File: src/rtl/sync_filter_bank_pkg.sv
// Shared constants and helpers for the synchronizer / glitch-filter bank.
package sync_pkg;

  localparam int SYNC_STAGES_DEF = 3;
  localparam int SYNC_FILT_DEF   = 4;
  localparam int EVT_CNT_W       = 8;

  // Ceiling log2; callers pass FILT_CNT+1 so a count of FILT_CNT-1 always fits.
  function automatic int clog2(input int value);
    int res;
    int rem;
    res = 0;
    rem = value - 1;
    while (rem > 0) begin
      res = res + 1;
      rem = rem >> 1;
    end
    return res;
  endfunction

endpackage

File: src/rtl/sync_filter_ch.sv
// One channel: flop-chain synchronizer, stability filter, edge pulses.
// Optional rise-event counter when SYNC_FILTER_EVENT_CNT_EN is defined.
module sync_filter_ch
  import sync_pkg::*;
#(
  parameter int STAGES    = SYNC_STAGES_DEF,
  parameter int FILT_CNT  = SYNC_FILT_DEF,
  parameter bit RESET_VAL = 1'b0
) (
  input  logic                 clk,
  input  logic                 rst_n,
`ifdef SYNC_FILTER_EVENT_CNT_EN
  input  logic                 evt_clr_i,
  output logic [EVT_CNT_W-1:0] evt_cnt_o,
`endif
  input  logic                 async_i,
  output logic                 sync_o,
  output logic                 filt_o,
  output logic                 rise_o,
  output logic                 fall_o
);

  localparam int CNT_W = clog2(FILT_CNT + 1);
  localparam logic [CNT_W-1:0] CNT_LAST = CNT_W'(FILT_CNT - 1);

  logic [STAGES-1:0] chain_q, chain_d;
  logic [CNT_W-1:0]  cnt_q, cnt_d;
  logic              filt_q, filt_d;
  logic              rise_q, rise_d;
  logic              fall_q, fall_d;
  logic              sync;

  assign chain_d = {chain_q[STAGES-2:0], async_i};
  assign sync    = chain_q[STAGES-1];

  // The pulse is registered on the same edge the new level is accepted,
  // so it lines up with the first cycle filt_o shows that level.
  always_comb begin
    cnt_d  = '0;
    filt_d = filt_q;
    rise_d = 1'b0;
    fall_d = 1'b0;
    if (sync != filt_q) begin
      if (cnt_q == CNT_LAST) begin
        filt_d = sync;
        rise_d = sync;
        fall_d = ~sync;
      end else begin
        cnt_d = cnt_q + CNT_W'(1);
      end
    end
  end

  always_ff @(posedge clk or negedge rst_n) begin
    if (!rst_n) begin
      chain_q <= {STAGES{RESET_VAL}};
      cnt_q   <= '0;
      filt_q  <= RESET_VAL;
      rise_q  <= 1'b0;
      fall_q  <= 1'b0;
    end else begin
      chain_q <= chain_d;
      cnt_q   <= cnt_d;
      filt_q  <= filt_d;
      rise_q  <= rise_d;
      fall_q  <= fall_d;
    end
  end

  assign sync_o = sync;
  assign filt_o = filt_q;
  assign rise_o = rise_q;
  assign fall_o = fall_q;

`ifdef SYNC_FILTER_EVENT_CNT_EN
  logic [EVT_CNT_W-1:0] evt_q, evt_d;

  // Counts rise pulses as they are presented; a clear in the same cycle wins.
  always_comb begin
    evt_d = evt_q;
    if (evt_clr_i) begin
      evt_d = '0;
    end else if (rise_q && (evt_q != {EVT_CNT_W{1'b1}})) begin
      evt_d = evt_q + EVT_CNT_W'(1);
    end
  end

  always_ff @(posedge clk or negedge rst_n) begin
    if (!rst_n) begin
      evt_q <= '0;
    end else begin
      evt_q <= evt_d;
    end
  end

  assign evt_cnt_o = evt_q;
`endif

endmodule

File: src/rtl/sync_filter_bank.sv
// Multi-channel synchronizer + glitch filter + edge detector bank.
// Define SYNC_FILTER_EVENT_CNT_EN to add per-channel rise-event counters.
module sync_filter_bank
  import sync_pkg::*;
#(
  parameter int CHANNELS  = 4,
  parameter int STAGES    = SYNC_STAGES_DEF,
  parameter int FILT_CNT  = SYNC_FILT_DEF,
  parameter bit RESET_VAL = 1'b0
) (
  input  logic                          clk,
  input  logic                          rst_n,
`ifdef SYNC_FILTER_EVENT_CNT_EN
  input  logic                          evt_clr,
  output logic [CHANNELS*EVT_CNT_W-1:0] evt_cnt,
`endif
  input  logic [CHANNELS-1:0]           async_in,
  output logic [CHANNELS-1:0]           sync_out,
  output logic [CHANNELS-1:0]           filt_out,
  output logic [CHANNELS-1:0]           rise_pulse,
  output logic [CHANNELS-1:0]           fall_pulse,
  output logic                          any_change
);

  if (STAGES < 2 || FILT_CNT < 1 || CHANNELS < 1) begin : g_param_err
    $error("sync_filter_bank: need STAGES >= 2, FILT_CNT >= 1, CHANNELS >= 1");
  end

  for (genvar ch = 0; ch < CHANNELS; ch++) begin : g_ch
    sync_filter_ch #(
      .STAGES    (STAGES),
      .FILT_CNT  (FILT_CNT),
      .RESET_VAL (RESET_VAL)
    ) u_ch (
      .clk       (clk),
      .rst_n     (rst_n),
`ifdef SYNC_FILTER_EVENT_CNT_EN
      .evt_clr_i (evt_clr),
      .evt_cnt_o (evt_cnt[ch*EVT_CNT_W +: EVT_CNT_W]),
`endif
      .async_i   (async_in[ch]),
      .sync_o    (sync_out[ch]),
      .filt_o    (filt_out[ch]),
      .rise_o    (rise_pulse[ch]),
      .fall_o    (fall_pulse[ch])
    );
  end

  assign any_change = |{rise_pulse, fall_pulse};

endmodule

File: config.mk
export PLATFORM = sky130hd
export DESIGN_NAME = sync_filter_bank
export DESIGN_NICKNAME = d
export VERILOG_FILES = /design/src/rtl/sync_filter_bank_pkg.sv /design/src/rtl/sync_filter_ch.sv /design/src/rtl/sync_filter_bank.sv
export SDC_FILE = /design/constraint.sdc
export NUM_CORES = 1
export LEC_CHECK = 0
export CAP_MARGIN = 20
export CELL_PAD_IN_SITES_DETAIL_PLACEMENT = 0
export CELL_PAD_IN_SITES_GLOBAL_PLACEMENT = 2
export CORE_UTILIZATION = 36
export DETAILED_ROUTE_END_ITERATION = 8
export PLACE_DENSITY = 0.78
export SYNTH_ARGS = -nofsm -noshare
export SYNTH_HDL_FRONTEND = slang
export SYNTH_SLANG_ARGS = --single-unit
File: constraint.sdc
create_clock -name clk -period 1.5 [get_ports clk]
set_clock_uncertainty 0.05 [all_clocks]
set_input_delay 0.3 -clock clk [delete_from_list [all_inputs] [get_ports clk]]
set_output_delay 0.3 -clock clk [all_outputs]
set_load 0.01 [all_outputs]
==> metrics.log <==
[metrics] outcome: finished clean
[metrics] Die Y-Extent: about 64 um
[metrics] data required time at the worst endpoint: approximately 1.2 ns
[metrics] Post-route DRC: 0
[metrics] Setup-failing EPs final: 0
[metrics] DRT Pass-1 Iters: 2
[metrics] effective utilization at floorplan: a little under two fifths
[metrics] maximum number of pins on one net before global-route repair: 37
[metrics] Clk Latency, worst-skew pair: approximately 0.28 ns
[metrics] PnR worst setup slack: about 0.018 ns
[metrics] register-to-register path setup slack: approximately 0.26 ns
[metrics] proportion of synthesized chip area in sequential cells: roughly two thirds
[metrics] placeable core region: ~3700 um^2
[metrics] Area Overhead vs Synth: 25.09%
[metrics] number of H-tree levels: 2
[metrics] Fillers: 343
[metrics] worst supply voltage drop on vdd: between 0.0005 and 0.0006 V
[metrics] number of top-level pins: 23
[metrics] post-synthesis instance total: 91
[metrics] total clock buffers created by CTS: 5
[metrics] DIE AREA: about 4100 um^2
[metrics] detailed router's first-iteration violation count: 13
[metrics] leakage power of the design: roughly 0.85 nW
[metrics] Syn Nets: approximately 100
[metrics] overall global routing resource usage: between 10% and 20%
[metrics] final estimated routing congestion in global placement: 0.6524
[metrics] GRT Residual Overflow: 0
[metrics] minimum clock period: between 1 and 1.5 ns
[metrics] die extent in x: about 64 um
[metrics] diode count: 0
[metrics] detailed-route wire length: about 1.9 mm
[metrics] total negative slack for setup checks: 0 ns
[metrics] Worst slew margin: between 70 and 80%
[metrics] Arrival @ worst endpoint: around 1.1 ns
[metrics] IO buf count: 22
[metrics] average routed wire per standard cell: 11.54 um
[metrics] number of violations of the max-capacitance limit: 0
[metrics] vias in the first global route: 787
[metrics] TritonCTS clock tree: done
[metrics] most frequent cells in the layout: dfrtp_1, dlygate4sd2_1, nor3b_1
[metrics] leading cell type in the layout, fill and taps excluded: dfrtp_1
[metrics] cts-stage hold buffer count: 0
[metrics] Placement Rows: 22
[metrics] Clock Root Buffer: clkbuf_8
[metrics] #FFs+latches synth: 36
[metrics] Yosys cell types: 16
[metrics] share of layout cells above drive strength 1: a little over a quarter
[metrics] post-route total power: 0.002631 W
[metrics] antenna violation net count after detailed routing: 0
[metrics] mapped cell area: between 1000 and 1500 um^2
[metrics] measured slew at the worst slew-check pin: 0.3125 ns
[metrics] Cell Pwr Density: 1523 nW/um^2
[metrics] number of clock sinks: 36
[metrics] class of the most critical setup path: reg2out
[metrics] biggest fanout along the worst timing path: 2
[metrics] final net count: 126
[metrics] startpoint class of the critical path: flip-flop
[metrics] count of final max-slew check failures: 0
[metrics] Hold/Removal Path Class: reg2reg
[metrics] buffers from clock root to sink, at most: 2
[metrics] average cell area after synthesis: between 15 and 20 um^2
[metrics] first-pass GRT wire length: about 3.4 mm
[metrics] vias per cell: roughly 4.4
[metrics] warning count from the yosys run: 0
[metrics] setup repair after global routing missed its margin: yes
[metrics] initial antenna violation count: 0
[metrics] clock-pin transition on the worst setup and hold timing paths: around 0.06 ns
[metrics] endpoint type of the worst setup path: primary output
[metrics] final hold viol count: 0
[metrics] Period Utilization, post-route: around 99%
[metrics] worst setup slack before clock tree synthesis: -0.03922 ns
[metrics] number of vias in the routed layout: 717
[metrics] Max Clk Rate: 0.6747 GHz
==> report_power, final <==
part	internal [W]	total (W)	switching [W]	leakage [nW]
Combinational	0.000384	0.000685	0.000301	0.342
Clock	0.000408	0.000708	0.000300	0.0503
Sequential	0.00114	0.00124	0.0000958	0.458
Total	0.00193	0.00263	0.000697	0.851
==> final cells by class <==
| type | instances | area [um^2] | area share (%) |
|---|---|---|---|
| timing repair buffer | 34 | 297.8 | 17.23 |
| multi-input combinational | 39 | 372.9 | 21.58 |
| sequential | 36 | 900.9 | 52.14 |
| tap | 48 | 60.06 | 3.476 |
| clock buffer | 7 | 96.34 | 5.576 |
==> state kept, by name, indices dropped and copies added, names as in the netlist <==
signal / cells
g_ch.u_ch.chain_q: 12
g_ch.u_ch.cnt_q: 12
g_ch.u_ch.fall_o: 4
g_ch.u_ch.filt_o: 4
g_ch.u_ch.rise_o: 4
==> logic make-up (layout without fill, tap and decap cells) <==
logic type	Yosys count	count (layout)	synth area share, %
AND/OR/NAND/NOR	27	27	16.67
flip-flops	36	36	65.22
XOR/XNOR	4	4	2.536
buffers and inverters	16	41	8.696
adder cells (fa/ha/maj)	4	4	3.623
multiplexers	4	4	3.261
==> critical path, cell delays in order, from the launching register on <==
cell and delay [ns]:
dfrtp_1 0.39, nor4_2 0.26, nand2_1 0.07, buf_2 0.14
==> what timing repair did <==
action	4_1_cts	5_1_grt
buffers inserted	7	0
pin swaps	1	1
endpoints found under the setup margin	17	1
resized for setup	20	2
==> metal layers <==
layer,global-route usage (%),vias up,wire length (um)
li1,-,340,-
met2,18.75,21,930
met4,7.670,0,37
met5,0,-,0
met1,12.60,351,825
met3,3.214,5,99
==> cell usage after synthesis <==
cell type / count / area [um^2]
nor2b_1: 1 / 6.260
nor3b_1: 12 / 90.09
xnor2_1: 4 / 35.03
and3b_2: 1 / 10.01
nand2b_4: 3 / 41.29
nor3b_2: 1 / 12.51
mux2_2: 3 / 33.78
dfrtp_1: 36 / 900.9
mux2_1: 1 / 11.26
nor4_1: 2 / 12.51
ha_1: 4 / 50.05
buf_4: 16 / 120.1
nor3_1: 1 / 5.000
nand2_1: 1 / 3.750
nor2b_4: 1 / 13.76
and3b_1: 4 / 35.03
==> final timing paths <==
check | start | endpoint | cells past startpoint
min | g_ch[1].u_ch.chain_q[1] | g_ch[1].u_ch.chain_q[2] | 0
min reg2reg | g_ch[1].u_ch.chain_q[1] | g_ch[1].u_ch.chain_q[2] | 0
max in group asynchronous | rst_n | g_ch[0].u_ch.cnt_q[1] | 2
max | g_ch[2].u_ch.rise_o | any_change | 3
max reg2reg | g_ch[1].u_ch.cnt_q[0] | g_ch[1].u_ch.filt_o | 3
min in group asynchronous | rst_n | g_ch[0].u_ch.chain_q[0] | 2
==> metrics by stage <==
stage / area [um^2] / utilization, % / cells / hold WS (ns)
floorplan: 1381 / - / 91 / -0.04559
detailed placement: 1592 / 43.47 / 150 / 0.2856
global route: 1728 / 47.20 / 164 / 0.3095
finish: 1728 / 47.20 / 164 / 0.2968
CTS: 1715 / 46.86 / 164 / 0.3013
global placement: 1592 / 43.47 / 150 / 0.2822
Power figures use the tool's default switching activity.
